File: src/rtl/fifo_drain_reader_pkg.sv
// fifo_drain_reader_pkg: shared widths, FSM encoding and channel indices for the egress drain reader.
package fifo_drain_reader_pkg;
  localparam int DATA_WIDTH = 10;
  localparam int COUNT_WIDTH = 5;
  typedef enum logic [1:0] {INIT, ACTIVE, DONE} state_e;
  localparam logic [1:0] CH4 = 2'd0;
  localparam logic [1:0] CH5 = 2'd1;
  localparam logic [1:0] CH6 = 2'd2;
  localparam logic [1:0] CH7 = 2'd3;
  function automatic logic [COUNT_WIDTH-1:0] sat_inc(input logic [COUNT_WIDTH-1:0] c);
    return &c ? c : c + 1'b1;
  endfunction
endpackage

File: src/rtl/fifo_drain_reader_if.sv
// fifo_drain_reader_if: FIFO egress, drained-word stream and count-query signals of the drain reader.
interface fifo_drain_reader_if;
  import fifo_drain_reader_pkg::*;
  logic init;
  logic IDLE;
  logic empty4, empty5, empty6, empty7;
  logic [DATA_WIDTH-1:0] FIFO_data_out4, FIFO_data_out5, FIFO_data_out6, FIFO_data_out7;
  logic pop4, pop5, pop6, pop7;
  logic [DATA_WIDTH-1:0] data_out;
  logic data_valid;
  logic [1:0] data_ch;
  logic req;
  logic [1:0] idx;
  logic [COUNT_WIDTH-1:0] cnt;
  logic cnt_valid;
  logic done;
  modport master (
    input init, IDLE, empty4, empty5, empty6, empty7,
    input FIFO_data_out4, FIFO_data_out5, FIFO_data_out6, FIFO_data_out7, req, idx,
    output pop4, pop5, pop6, pop7, data_out, data_valid, data_ch, cnt, cnt_valid, done
  );
  modport slave (
    output init, IDLE, empty4, empty5, empty6, empty7,
    output FIFO_data_out4, FIFO_data_out5, FIFO_data_out6, FIFO_data_out7, req, idx,
    input pop4, pop5, pop6, pop7, data_out, data_valid, data_ch, cnt, cnt_valid, done
  );
endinterface

File: src/rtl/fifo_drain_reader_rr_pick4.sv
// rr_pick4: combinational round-robin picker, first requester at or after ptr wins.
module rr_pick4 (
  input  logic [3:0] req_i,
  input  logic [1:0] ptr_i,
  output logic [3:0] gnt_o,
  output logic [1:0] idx_o,
  output logic       any_o
);
  always_comb begin
    idx_o = ptr_i;
    for (int k = 3; k >= 0; k--) if (req_i[ptr_i + 2'(k)]) idx_o = ptr_i + 2'(k);
    any_o = |req_i;
    gnt_o = any_o ? 4'b0001 << idx_o : 4'b0000;
  end
endmodule

File: src/rtl/fifo_drain_reader.sv
// fifo_drain_reader: round-robin drains FIFOs 4..7 into a tagged word stream with per-channel counts.
module fifo_drain_reader
  import fifo_drain_reader_pkg::*;
(
  input logic clk,
  input logic reset,
  fifo_drain_reader_if.master bus
);
  state_e state_q, state_d;
  logic [3:0] empty, gnt;
  logic [1:0] gnt_idx, ptr_q, ptr_d, p1_ch_q, ch_q;
  logic gnt_any, pop_en, pop_any, all_empty, in_flight, p1_v_q, dv_q, qv_q;
  logic [DATA_WIDTH-1:0] fifo_data [4];
  logic [DATA_WIDTH-1:0] dout_q;
  logic [COUNT_WIDTH-1:0] cnt_q [4];
  logic [COUNT_WIDTH-1:0] qcnt_q;

  assign empty = {bus.empty7, bus.empty6, bus.empty5, bus.empty4};
  assign all_empty = &empty;
  assign in_flight = p1_v_q | dv_q;

  always_comb begin
    fifo_data[CH4] = bus.FIFO_data_out4;
    fifo_data[CH5] = bus.FIFO_data_out5;
    fifo_data[CH6] = bus.FIFO_data_out6;
    fifo_data[CH7] = bus.FIFO_data_out7;
  end

  rr_pick4 picker (.req_i(~empty), .ptr_i(ptr_q), .gnt_o(gnt), .idx_o(gnt_idx), .any_o(gnt_any));

  always_ff @(posedge clk) state_q <= reset ? INIT : state_d;

  always_comb begin
    state_d = !bus.init ? INIT :
              state_q == INIT ? ACTIVE :
              (state_q == ACTIVE && all_empty && !in_flight && bus.IDLE) ? DONE :
              (state_q == DONE && !all_empty) ? ACTIVE : state_q;
  end

  // Dropping init stops pops in the same cycle, before the state register catches up.
  always_comb begin
    pop_en = state_q == ACTIVE && bus.init && !reset;
    bus.done = state_q == DONE;
  end

  assign pop_any = pop_en & gnt_any;
  assign ptr_d = pop_any ? gnt_idx + 2'd1 : ptr_q;
  assign {bus.pop7, bus.pop6, bus.pop5, bus.pop4} = pop_any ? gnt : 4'b0000;

  always_ff @(posedge clk)
    if (reset) begin
      ptr_q <= '0;
      p1_v_q <= 1'b0;
      p1_ch_q <= '0;
      dv_q <= 1'b0;
      ch_q <= '0;
      dout_q <= '0;
    end else begin
      ptr_q <= ptr_d;
      p1_v_q <= pop_any;
      if (pop_any) p1_ch_q <= gnt_idx;
      dv_q <= p1_v_q;
      if (p1_v_q) begin
        dout_q <= fifo_data[p1_ch_q];
        ch_q <= p1_ch_q;
      end
    end

  always_ff @(posedge clk)
    if (reset) cnt_q <= '{default: '0};
    else if (dv_q) cnt_q[ch_q] <= sat_inc(cnt_q[ch_q]);

  always_ff @(posedge clk)
    if (reset) begin
      qv_q <= 1'b0;
      qcnt_q <= '0;
    end else begin
      qv_q <= bus.req;
      if (bus.req) qcnt_q <= cnt_q[bus.idx];
    end

  assign bus.data_out = dout_q;
  assign bus.data_valid = dv_q;
  assign bus.data_ch = ch_q;
  assign bus.cnt = qcnt_q;
  assign bus.cnt_valid = qv_q;
endmodule

File: src/flat_wrapper.sv
// flat-port wrapper written by rule: the top's interface ports become plain ports
module fifo_drain_reader_flat import fifo_drain_reader_pkg::*;
  (clk, reset, bus_init, bus_IDLE, bus_empty4, bus_empty5, bus_empty6, bus_empty7, bus_FIFO_data_out4, bus_FIFO_data_out5, bus_FIFO_data_out6, bus_FIFO_data_out7, bus_req, bus_idx, bus_pop4, bus_pop5, bus_pop6, bus_pop7, bus_data_out, bus_data_valid, bus_data_ch, bus_cnt, bus_cnt_valid, bus_done);
  fifo_drain_reader_if bus_i ();
  input logic clk;
  input logic reset;
  input wire logic [$bits(bus_i.init)-1:0] bus_init;
  input wire logic [$bits(bus_i.IDLE)-1:0] bus_IDLE;
  input wire logic [$bits(bus_i.empty4)-1:0] bus_empty4;
  input wire logic [$bits(bus_i.empty5)-1:0] bus_empty5;
  input wire logic [$bits(bus_i.empty6)-1:0] bus_empty6;
  input wire logic [$bits(bus_i.empty7)-1:0] bus_empty7;
  input wire logic [$bits(bus_i.FIFO_data_out4)-1:0] bus_FIFO_data_out4;
  input wire logic [$bits(bus_i.FIFO_data_out5)-1:0] bus_FIFO_data_out5;
  input wire logic [$bits(bus_i.FIFO_data_out6)-1:0] bus_FIFO_data_out6;
  input wire logic [$bits(bus_i.FIFO_data_out7)-1:0] bus_FIFO_data_out7;
  input wire logic [$bits(bus_i.req)-1:0] bus_req;
  input wire logic [$bits(bus_i.idx)-1:0] bus_idx;
  output wire logic [$bits(bus_i.pop4)-1:0] bus_pop4;
  output wire logic [$bits(bus_i.pop5)-1:0] bus_pop5;
  output wire logic [$bits(bus_i.pop6)-1:0] bus_pop6;
  output wire logic [$bits(bus_i.pop7)-1:0] bus_pop7;
  output wire logic [$bits(bus_i.data_out)-1:0] bus_data_out;
  output wire logic [$bits(bus_i.data_valid)-1:0] bus_data_valid;
  output wire logic [$bits(bus_i.data_ch)-1:0] bus_data_ch;
  output wire logic [$bits(bus_i.cnt)-1:0] bus_cnt;
  output wire logic [$bits(bus_i.cnt_valid)-1:0] bus_cnt_valid;
  output wire logic [$bits(bus_i.done)-1:0] bus_done;
  assign bus_i.init = bus_init;
  assign bus_i.IDLE = bus_IDLE;
  assign bus_i.empty4 = bus_empty4;
  assign bus_i.empty5 = bus_empty5;
  assign bus_i.empty6 = bus_empty6;
  assign bus_i.empty7 = bus_empty7;
  assign bus_i.FIFO_data_out4 = bus_FIFO_data_out4;
  assign bus_i.FIFO_data_out5 = bus_FIFO_data_out5;
  assign bus_i.FIFO_data_out6 = bus_FIFO_data_out6;
  assign bus_i.FIFO_data_out7 = bus_FIFO_data_out7;
  assign bus_i.req = bus_req;
  assign bus_i.idx = bus_idx;
  assign bus_pop4 = bus_i.pop4;
  assign bus_pop5 = bus_i.pop5;
  assign bus_pop6 = bus_i.pop6;
  assign bus_pop7 = bus_i.pop7;
  assign bus_data_out = bus_i.data_out;
  assign bus_data_valid = bus_i.data_valid;
  assign bus_data_ch = bus_i.data_ch;
  assign bus_cnt = bus_i.cnt;
  assign bus_cnt_valid = bus_i.cnt_valid;
  assign bus_done = bus_i.done;
  fifo_drain_reader u_core (.clk(clk), .reset(reset), .bus(bus_i));
endmodule
File: config.mk
export PLATFORM = sky130hd
export DESIGN_NAME = fifo_drain_reader_flat
export DESIGN_NICKNAME = d
export VERILOG_FILES = /design/src/rtl/fifo_drain_reader_pkg.sv /design/src/rtl/fifo_drain_reader_if.sv /design/src/rtl/fifo_drain_reader_rr_pick4.sv /design/src/rtl/fifo_drain_reader.sv /design/src/flat_wrapper.sv
export SDC_FILE = /design/constraint.sdc
export NUM_CORES = 1
export LEC_CHECK = 0
export ABC_AREA = 0
export CORE_MARGIN = 1.5
export CORE_UTILIZATION = 38
export DETAILED_ROUTE_END_ITERATION = 10
export GPL_TIMING_DRIVEN = 0
export PLACE_DENSITY = 0.67
export SYNTH_ARGS = -nofsm -noshare
export SYNTH_HDL_FRONTEND = slang
export SYNTH_SLANG_ARGS = --single-unit
export TNS_END_PERCENT = 10
File: constraint.sdc
create_clock -name clk -period 2.6 [get_ports clk]
set_input_delay 0.52 -clock clk [delete_from_list [all_inputs] [get_ports clk]]
set_output_delay 0.52 -clock clk [all_outputs]
set_load 0.05 [all_outputs]
==> results of run 1 <==
final timing paths:
path	from	endpoint	slack [ps]	cells after the start
max	bus_empty5	bus_pop7	30	7
min	u_core.cnt_q[18]	u_core.cnt_q[18]	470	2
max reg2reg	u_core.bus.data_ch[0]	u_core.cnt_q[15]	110	7
min reg2reg	u_core.cnt_q[18]	u_core.cnt_q[18]	470	2
flip-flops by register name, indices dropped and copies added (netlist names):
register and count:
u_core.bus.cnt 5, u_core.bus.cnt_valid 1, u_core.bus.data_ch 2, u_core.bus.data_out 10, u_core.bus.data_valid 1, u_core.cnt_q 20
u_core.p1_ch_q 2, u_core.p1_v_q 1, u_core.ptr_q 2, u_core.state_q 2
critical path, stage by stage:
cell           delay (ps)
dlygate4sd2_1         280
and4_4                170
or4b_4                540
inv_4                  80
nand4_1               130
nor2_1                160
buf_6                 170
metrics by stage:
| stage | std cells | TNS [ps] | power [mW] |
|---|---|---|---|
| 2_1_floorplan | 248 | -1322 | 0.8327 |
| 3_3_place_gp | 398 | -4159 | 0.9403 |
| 3_5_place_dp | 398 | -4197 | 0.9436 |
| 4_1_cts | 426 | 0 | 1.383 |
| 5_1_grt | 426 | -117.7 | 1.428 |
| 6_report | 426 | 0 | 1.373 |
layout make-up:
type | instances | area share [%]
plain buffers | 17 | 2.111
clock buffers | 6 | 2.322
inverters | 3 | 0.3871
multi-input cells | 181 | 41.45
flip-flops and latches | 46 | 25.93
well taps | 77 | 2.709
repair buffers | 96 | 25.09
report_power, final:
part / internal [mW] / total [mW] / switching, mW
combinational: 0.133 / 0.229 / 0.0958
clock: 0.205 / 0.426 / 0.221
sequential: 0.713 / 0.719 / 0.00588
total: 1.05 / 1.37 / 0.322
cell usage after synthesis (4+ instances only):
cell / instances
a211oi_1: 10
o211ai_1: 8
mux4_2: 19
nand2_1: 13
nand3_1: 12
or4_1: 4
nor2b_1: 6
nand3b_1: 9
clkbuf_1: 13
a21oi_1: 9
nor2_1: 40
mux2i_1: 18
dfxtp_1: 46
kinds of logic after synthesis:
kind of cell,after synthesis,share of synthesized area (%)
fa+ha+maj,1,0.5073
flops,46,37.34
compound gates,44,12.63
buf+inv,21,3.602
simple gates,98,20.19
mux,38,25.72
placed cells by master (no fill, tap or decap), types with 2 or more instances in the layout:
cell type	synthesis	final
inv_1	3	2
nand3_1	12	12
or4_1	4	4
nor3_1	3	3
buf_2	2	5
o21ai_0	3	3
clkbuf_8	0	6
o21a_1	2	2
a21oi_1	9	9
clkdlybuf4s50_1	0	63
a21bo_2	2	2
clkdlybuf4s15_2	0	3
nand3b_1	9	9
a31oi_1	2	2
buf_6	1	3
mux2i_1	18	17
clkbuf_1	13	11
buf_4	0	23
dfxtp_1	46	45
nor2_1	40	40
and4_4	1	2
o211ai_1	8	8
nor2b_1	6	6
mux4_2	19	19
buf_1	2	2
nand2_1	13	13
a211oi_1	10	10
dlygate4sd2_1	0	2
layer usage:
layer  part of all wire, %  GRT usage, %
met4                   1.8         6.110
met2                    47         30.94
met1                    44         25.41
met3                   6.6         3.660
met5                     0             0
timing repair:
action                                  in CTS  in global routing
buffers inserted                            23                  0
pin swaps                                    3                  1
resized for setup                           43                  8
endpoints found under the setup margin       4                 13
hold buffers                                 0                  0
==> metrics.txt, run 1 <==
# TYPE chip_impl_metric gauge
chip_impl_info{name="status",value="complete, no violations"} 1
chip_impl_metric{name="area_delta_synth_final",unit="%"} 44.19
chip_impl_info{name="holdCritPathClass",value="reg2reg"} 1
chip_impl_metric{name="fin_worst_hold_slack",unit="ps"} 474.8
chip_impl_metric{name="ys_async_sr_fraction",unit="%"} 0
chip_impl_metric{name="maxCapViolCount",unit=""} 0
chip_impl_metric{name="slew_headroom",unit="%"} 53.17
chip_impl_metric{name="count_of_flip_flops_with_a_built_in_enable_after_synthesis",unit=""} 0
chip_impl_metric{name="placed_area",unit="sq um"} 3293
chip_impl_metric{name="diodes",unit=""} 0
chip_impl_metric{name="wire_length_of_the_first_global_routing_pass",unit="um"} 10810
chip_impl_metric{name="clockBufferDepth",unit=""} 2
chip_impl_metric{name="route.antenna.remaining_nets",unit=""} 0
chip_impl_metric{name="post_drt_wl_per_cell",unit="um"} 15.23
chip_impl_metric{name="core_area",unit="sq um"} 6314
chip_impl_metric{name="detailedRoute.firstIterationViolations",unit=""} 129
chip_impl_metric{name="synthesis.nets",unit=""} 300
chip_impl_metric{name="number_of_standard_cell_rows_in_the_floorplan",unit=""} 29
chip_impl_metric{name="worst_skew_pair_later_pin_latency",unit="ps"} 290
chip_impl_metric{name="floorplan.die_area",unit="sq um"} 6982
chip_impl_info{name="synthTopCellsByArea",value="dfxtp_1 37%, mux4_2 17%, mux2i_1 7.3%"} 1
chip_impl_info{name="unrepaired_setup_endpoints_after_global_routing",value="true"} 1
chip_impl_metric{name="final_hold_viol_count",unit=""} 0
chip_impl_info{name="cts_tree",value="done"} 1
chip_impl_metric{name="die_w",unit="um"} 83.56
chip_impl_metric{name="finalCriticalPeriod",unit="ps"} 2567
chip_impl_metric{name="via_per_inst",unit=""} 5.488
chip_impl_metric{name="vias_in_the_first_global_route",unit=""} 2192
chip_impl_metric{name="post_synth.cell_area_avg",unit="sq um"} 9.944
chip_impl_metric{name="setup_viol",unit=""} 0
chip_impl_metric{name="detailroute.via_count",unit=""} 2338
chip_impl_metric{name="top_level_ports",unit=""} 75
chip_impl_metric{name="worstMarginPinSlew",unit="ps"} 700.9
chip_impl_metric{name="synth_warnings",unit=""} 0
chip_impl_info{name="yosys.area.top_type",value="dfxtp_1"} 1
chip_impl_metric{name="count_of_state_elements_after_synthesis",unit=""} 46
chip_impl_metric{name="port_buffer_cells",unit=""} 73
chip_impl_metric{name="worst_slack",unit="ps"} 32.56
chip_impl_metric{name="initial_utilization",unit="%"} 39.06
chip_impl_metric{name="critPathRequiredTime",unit="ps"} 2080
chip_impl_info{name="path_class",value="in2out"} 1
chip_impl_metric{name="finalWeightedCongestion",unit=""} 0.7812
chip_impl_metric{name="period_share",unit="%"} 98.75
chip_impl_info{name="cts_root_cell",value="clkbuf_8"} 1
chip_impl_metric{name="layout.nets",unit=""} 402
chip_impl_metric{name="dp_hpwl",unit="um"} 4708
chip_impl_metric{name="vdd_drop_max",unit="V"} 0.0002599
chip_impl_metric{name="multiInputGateArea",unit="sq um"} 1474
chip_impl_metric{name="crit_arrival",unit="ps"} 2050
chip_impl_metric{name="grt.total_usage",unit="%"} 18.97
chip_impl_metric{name="drc_errors",unit=""} 0
chip_impl_metric{name="clock_sink_count",unit=""} 46
chip_impl_info{name="endpoint_kind",value="output pin"} 1
chip_impl_metric{name="finish.instance_area",unit="sq um"} 3556
chip_impl_metric{name="htreeDepth",unit=""} 2
chip_impl_info{name="synth_flop_cell",value="dfxtp_1"} 1
chip_impl_metric{name="cts_made_buffers",unit=""} 5
chip_impl_metric{name="power_density",unit="nW/um^2"} 386.2
chip_impl_metric{name="syn-cell-area",unit="sq um"} 2466
chip_impl_metric{name="synth_sequential_area_ratio",unit="%"} 37.34
chip_impl_metric{name="critPathMaxFanout",unit=""} 6
chip_impl_info{name="setup_crit_start_kind",value="input pin"} 1
chip_impl_metric{name="finalCoreUtilization",unit="%"} 56.32
chip_impl_metric{name="leakagePower",unit="nW"} 1.253
chip_impl_metric{name="pre_cts_ws",unit="ps"} -1194
chip_impl_metric{name="yosys.area.top_type_share",unit="%"} 37.34
chip_impl_metric{name="dr.pass1.iters",unit=""} 4
chip_impl_metric{name="die-height",unit="um"} 83.56
chip_impl_metric{name="clkTransAtPathRegs",unit="ps"} 80
chip_impl_metric{name="pin_count_of_the_biggest_net_entering_global_routing",unit=""} 13
chip_impl_metric{name="gr-total-overflow",unit=""} 0
chip_impl_metric{name="skew",unit="ps"} 7.638
chip_impl_metric{name="drive_above_1_share",unit="%"} 20.92
chip_impl_metric{name="netlist_instances",unit=""} 248
chip_impl_metric{name="postRouteWirelength",unit="um"} 6489
chip_impl_metric{name="yosys.cell_types.count",unit=""} 43
chip_impl_metric{name="layout.filler_cells",unit=""} 565
chip_impl_metric{name="storage_cell_area",unit="sq um"} 922.1
chip_impl_metric{name="fmaxAchievable",unit="MHz"} 389.5
chip_impl_metric{name="grt_antenna_before_repair",unit=""} 0
chip_impl_metric{name="report.final.slew_viol_count",unit=""} 0
Note: power is estimated with default switching activity, not from simulation.
==> run 2: changes to the inputs <==
SLEW_MARGIN = 0   (was not set)
==> results of run 2 <==
The final DEF is identical to that of run 1; final timing and power are the same.
==> run 3: changes to the inputs <==
CTS_BUF_LIST = sky130_fd_sc_hd__clkbuf_8   (was not set)
TNS_END_PERCENT = 100   (was 10)
==> run 3 against run 2 <==
  * Maximum frequency grew 0.28%
  * Sequential power is essentially flat
  * Setup slack gained 7.2 ps
  * Clock power is essentially flat
  * Sequential share of layout area grew 0.96 points
  * Design area shrank 3.6%
  * Count of clock-buffer cells in the layout is the same
  * Combinational power shrank 8%
  * Critical path type unchanged
==> metrics.txt, run 3 (synthesis results as in run 1) <==
# TYPE chip_impl_metric gauge
chip_impl_metric{name="fin_cells",unit=""} 406
chip_impl_metric{name="die-height",unit="um"} 83.56
chip_impl_metric{name="initial_utilization",unit="%"} 39.06
chip_impl_metric{name="postRouteWirelength",unit="um"} 6224
chip_impl_metric{name="htreeDepth",unit=""} 2
chip_impl_metric{name="period_share",unit="%"} 98.47
chip_impl_metric{name="number_of_standard_cell_rows_in_the_floorplan",unit=""} 29
chip_impl_metric{name="worst_skew_pair_later_pin_latency",unit="ps"} 290
chip_impl_metric{name="dp_hpwl",unit="um"} 4780
chip_impl_info{name="unrepaired_setup_endpoints_after_global_routing",value="true"} 1
chip_impl_metric{name="detailedRoute.firstIterationViolations",unit=""} 106
chip_impl_info{name="largest_register",value="u_core.cnt_q"} 1
chip_impl_metric{name="layout.filler_cells",unit=""} 581
chip_impl_info{name="cts_root_cell",value="clkbuf_8"} 1
chip_impl_metric{name="die_w",unit="um"} 83.56
chip_impl_metric{name="skew",unit="ps"} 3.521
chip_impl_metric{name="slew_headroom",unit="%"} 51.28
chip_impl_metric{name="place_inst",unit=""} 398
chip_impl_metric{name="area_delta_synth_final",unit="%"} 39.07
chip_impl_metric{name="maxCapViolCount",unit=""} 0
chip_impl_metric{name="drc_errors",unit=""} 0
chip_impl_info{name="status",value="complete, no violations"} 1
chip_impl_info{name="layout.cells.most_common_list",value="63 x clkdlybuf4s50_1, 45 x dfxtp_1, 38 x nor2_1, 19 x mux4_2, 18 x mux2i_1"} 1
chip_impl_metric{name="route.antenna.remaining_nets",unit=""} 0
chip_impl_metric{name="largest_register_ff_count",unit=""} 20
chip_impl_metric{name="diodes",unit=""} 0
chip_impl_metric{name="fmaxAchievable",unit="MHz"} 390.6
chip_impl_metric{name="floorplan.die_area",unit="sq um"} 6982
chip_impl_info{name="endpoint_kind",value="output pin"} 1
chip_impl_metric{name="gr-total-overflow",unit=""} 0
chip_impl_metric{name="final_hold_viol_count",unit=""} 0
chip_impl_metric{name="finalCoreUtilization",unit="%"} 54.32
chip_impl_metric{name="tns",unit="ps"} 0
chip_impl_metric{name="setup_viol",unit=""} 0
chip_impl_metric{name="critPathMaxFanout",unit=""} 7
chip_impl_info{name="layout.cells.most_common",value="clkdlybuf4s50_1"} 1
chip_impl_metric{name="finalCriticalPeriod",unit="ps"} 2560
chip_impl_metric{name="cts_made_buffers",unit=""} 5
chip_impl_metric{name="grt_antenna_before_repair",unit=""} 0
chip_impl_metric{name="pre_cts_ws",unit="ps"} -1317
chip_impl_metric{name="dr.pass1.iters",unit=""} 4
chip_impl_metric{name="via_per_inst",unit=""} 5.564
chip_impl_metric{name="top_level_ports",unit=""} 75
chip_impl_metric{name="worst_slack",unit="ps"} 39.78
chip_impl_metric{name="clock_sink_count",unit=""} 46
chip_impl_info{name="path_class",value="in2out"} 1
chip_impl_metric{name="wire_length_of_the_first_global_routing_pass",unit="um"} 10200
chip_impl_metric{name="clkTransAtPathRegs",unit="ps"} 80
chip_impl_info{name="cts_tree",value="done"} 1
chip_impl_metric{name="detailroute.via_count",unit=""} 2259
chip_impl_metric{name="critPathRequiredTime",unit="ps"} 2080
chip_impl_metric{name="port_buffer_cells",unit=""} 73
chip_impl_metric{name="crit_arrival",unit="ps"} 2040
chip_impl_metric{name="pin_count_of_the_biggest_net_entering_global_routing",unit=""} 13
chip_impl_info{name="holdCritPathClass",value="reg2reg"} 1
chip_impl_metric{name="core_area",unit="sq um"} 6314
chip_impl_metric{name="finalWeightedCongestion",unit=""} 0.7753
chip_impl_metric{name="power_density",unit="nW/um^2"} 394.5
chip_impl_metric{name="post_drt_wl_per_cell",unit="um"} 15.33
chip_impl_metric{name="worstMarginPinSlew",unit="ps"} 729.3
chip_impl_metric{name="report.final.slew_viol_count",unit=""} 0
chip_impl_metric{name="clockBufferDepth",unit=""} 2
chip_impl_metric{name="vdd_drop_max",unit="V"} 0.0002427
chip_impl_metric{name="holdBufCountCts",unit=""} 0
chip_impl_metric{name="drive_above_1_share",unit="%"} 17.02
chip_impl_metric{name="leakagePower",unit="nW"} 1.166
chip_impl_metric{name="layout.nets",unit=""} 382
chip_impl_metric{name="vias_in_the_first_global_route",unit=""} 2102
chip_impl_metric{name="p_total",unit="mW"} 1.353
chip_impl_info{name="setup_crit_start_kind",value="input pin"} 1
chip_impl_metric{name="grt.total_usage",unit="%"} 18.17
==> run 3: cell types whose count changed in the layout (fill, tap and decap cells not counted), sizes merged <==
cell	delta
buf	-21
clkdlybuf4s18	+1
dlygate4sd2	-1
clkdlybuf4s15	+1
==> run 3: layout make-up <==
cell class / instances / area [sq um] / share of cell area (%)
multi-input cells: 181 / 1485 / 43.31
flip-flops and latches: 46 / 922.1 / 26.89
repair buffers: 76 / 753.2 / 21.96
well taps: 77 / 96.34 / 2.809
clock buffers: 6 / 82.58 / 2.408
plain buffers: 17 / 76.32 / 2.225
inverters: 3 / 13.76 / 0.4013
==> run 3: stage by stage <==
| stage | hold WS [ps] | area, sq um |
|---|---|---|
| 4_1_cts | 474.5 | 3435 |
| 3_3_place_gp | 456.9 | 3309 |
| 2_1_floorplan | 442.9 | 2482 |
| 3_5_place_dp | 463.0 | 3309 |
| 5_1_grt | 496.3 | 3430 |
| 6_report | 471.1 | 3430 |
==> run 3: power by group <==
group	leakage (nW)	total, mW	switching [mW]	internal, mW
Combinational	0.751	0.211	0.0924	0.119
Clock	0.0431	0.424	0.219	0.205
Sequential	0.372	0.718	0.00548	0.713
==> run 3: critical path: stages <==
cell             delay (ps)
clkdlybuf4s15_2         230
and4_4                  200
or4b_4                  520
inv_4                    70
nand4_1                  80
buf_6                   150
nor2_4                  100
buf_6                   160
==> run 3: repair_timing <==
action / in CTS / in global routing
setup buffers: 3 / 0
gates resized for setup: 46 / 7
pin swaps: 4 / 0
endpoints found under the setup margin: 4 / 10
==> run 3: final timing paths <==
path | from | end | slack, ps | cells after the start
hold / removal | u_core.cnt_q[3] | u_core.cnt_q[3] | 470 | 2
setup reg to reg | u_core.bus.data_ch[0] | u_core.cnt_q[15] | 130 | 7
hold reg to reg | u_core.cnt_q[3] | u_core.cnt_q[3] | 470 | 2
setup / recovery | bus_empty7 | bus_pop5 | 40 | 8
==> run 3: routing by layer <==
| metal | track usage [%] | up-vias | wire length [um] |
|---|---|---|---|
| met4 | 7.303 | 0 | 123 |
| met5 | 0 | - | 0 |
| met2 | 28.96 | 80 | 2907 |
| met3 | 3.264 | 13 | 393 |
| li1 | - | 1098 | - |
| met1 | 24.50 | 1068 | 2799 |
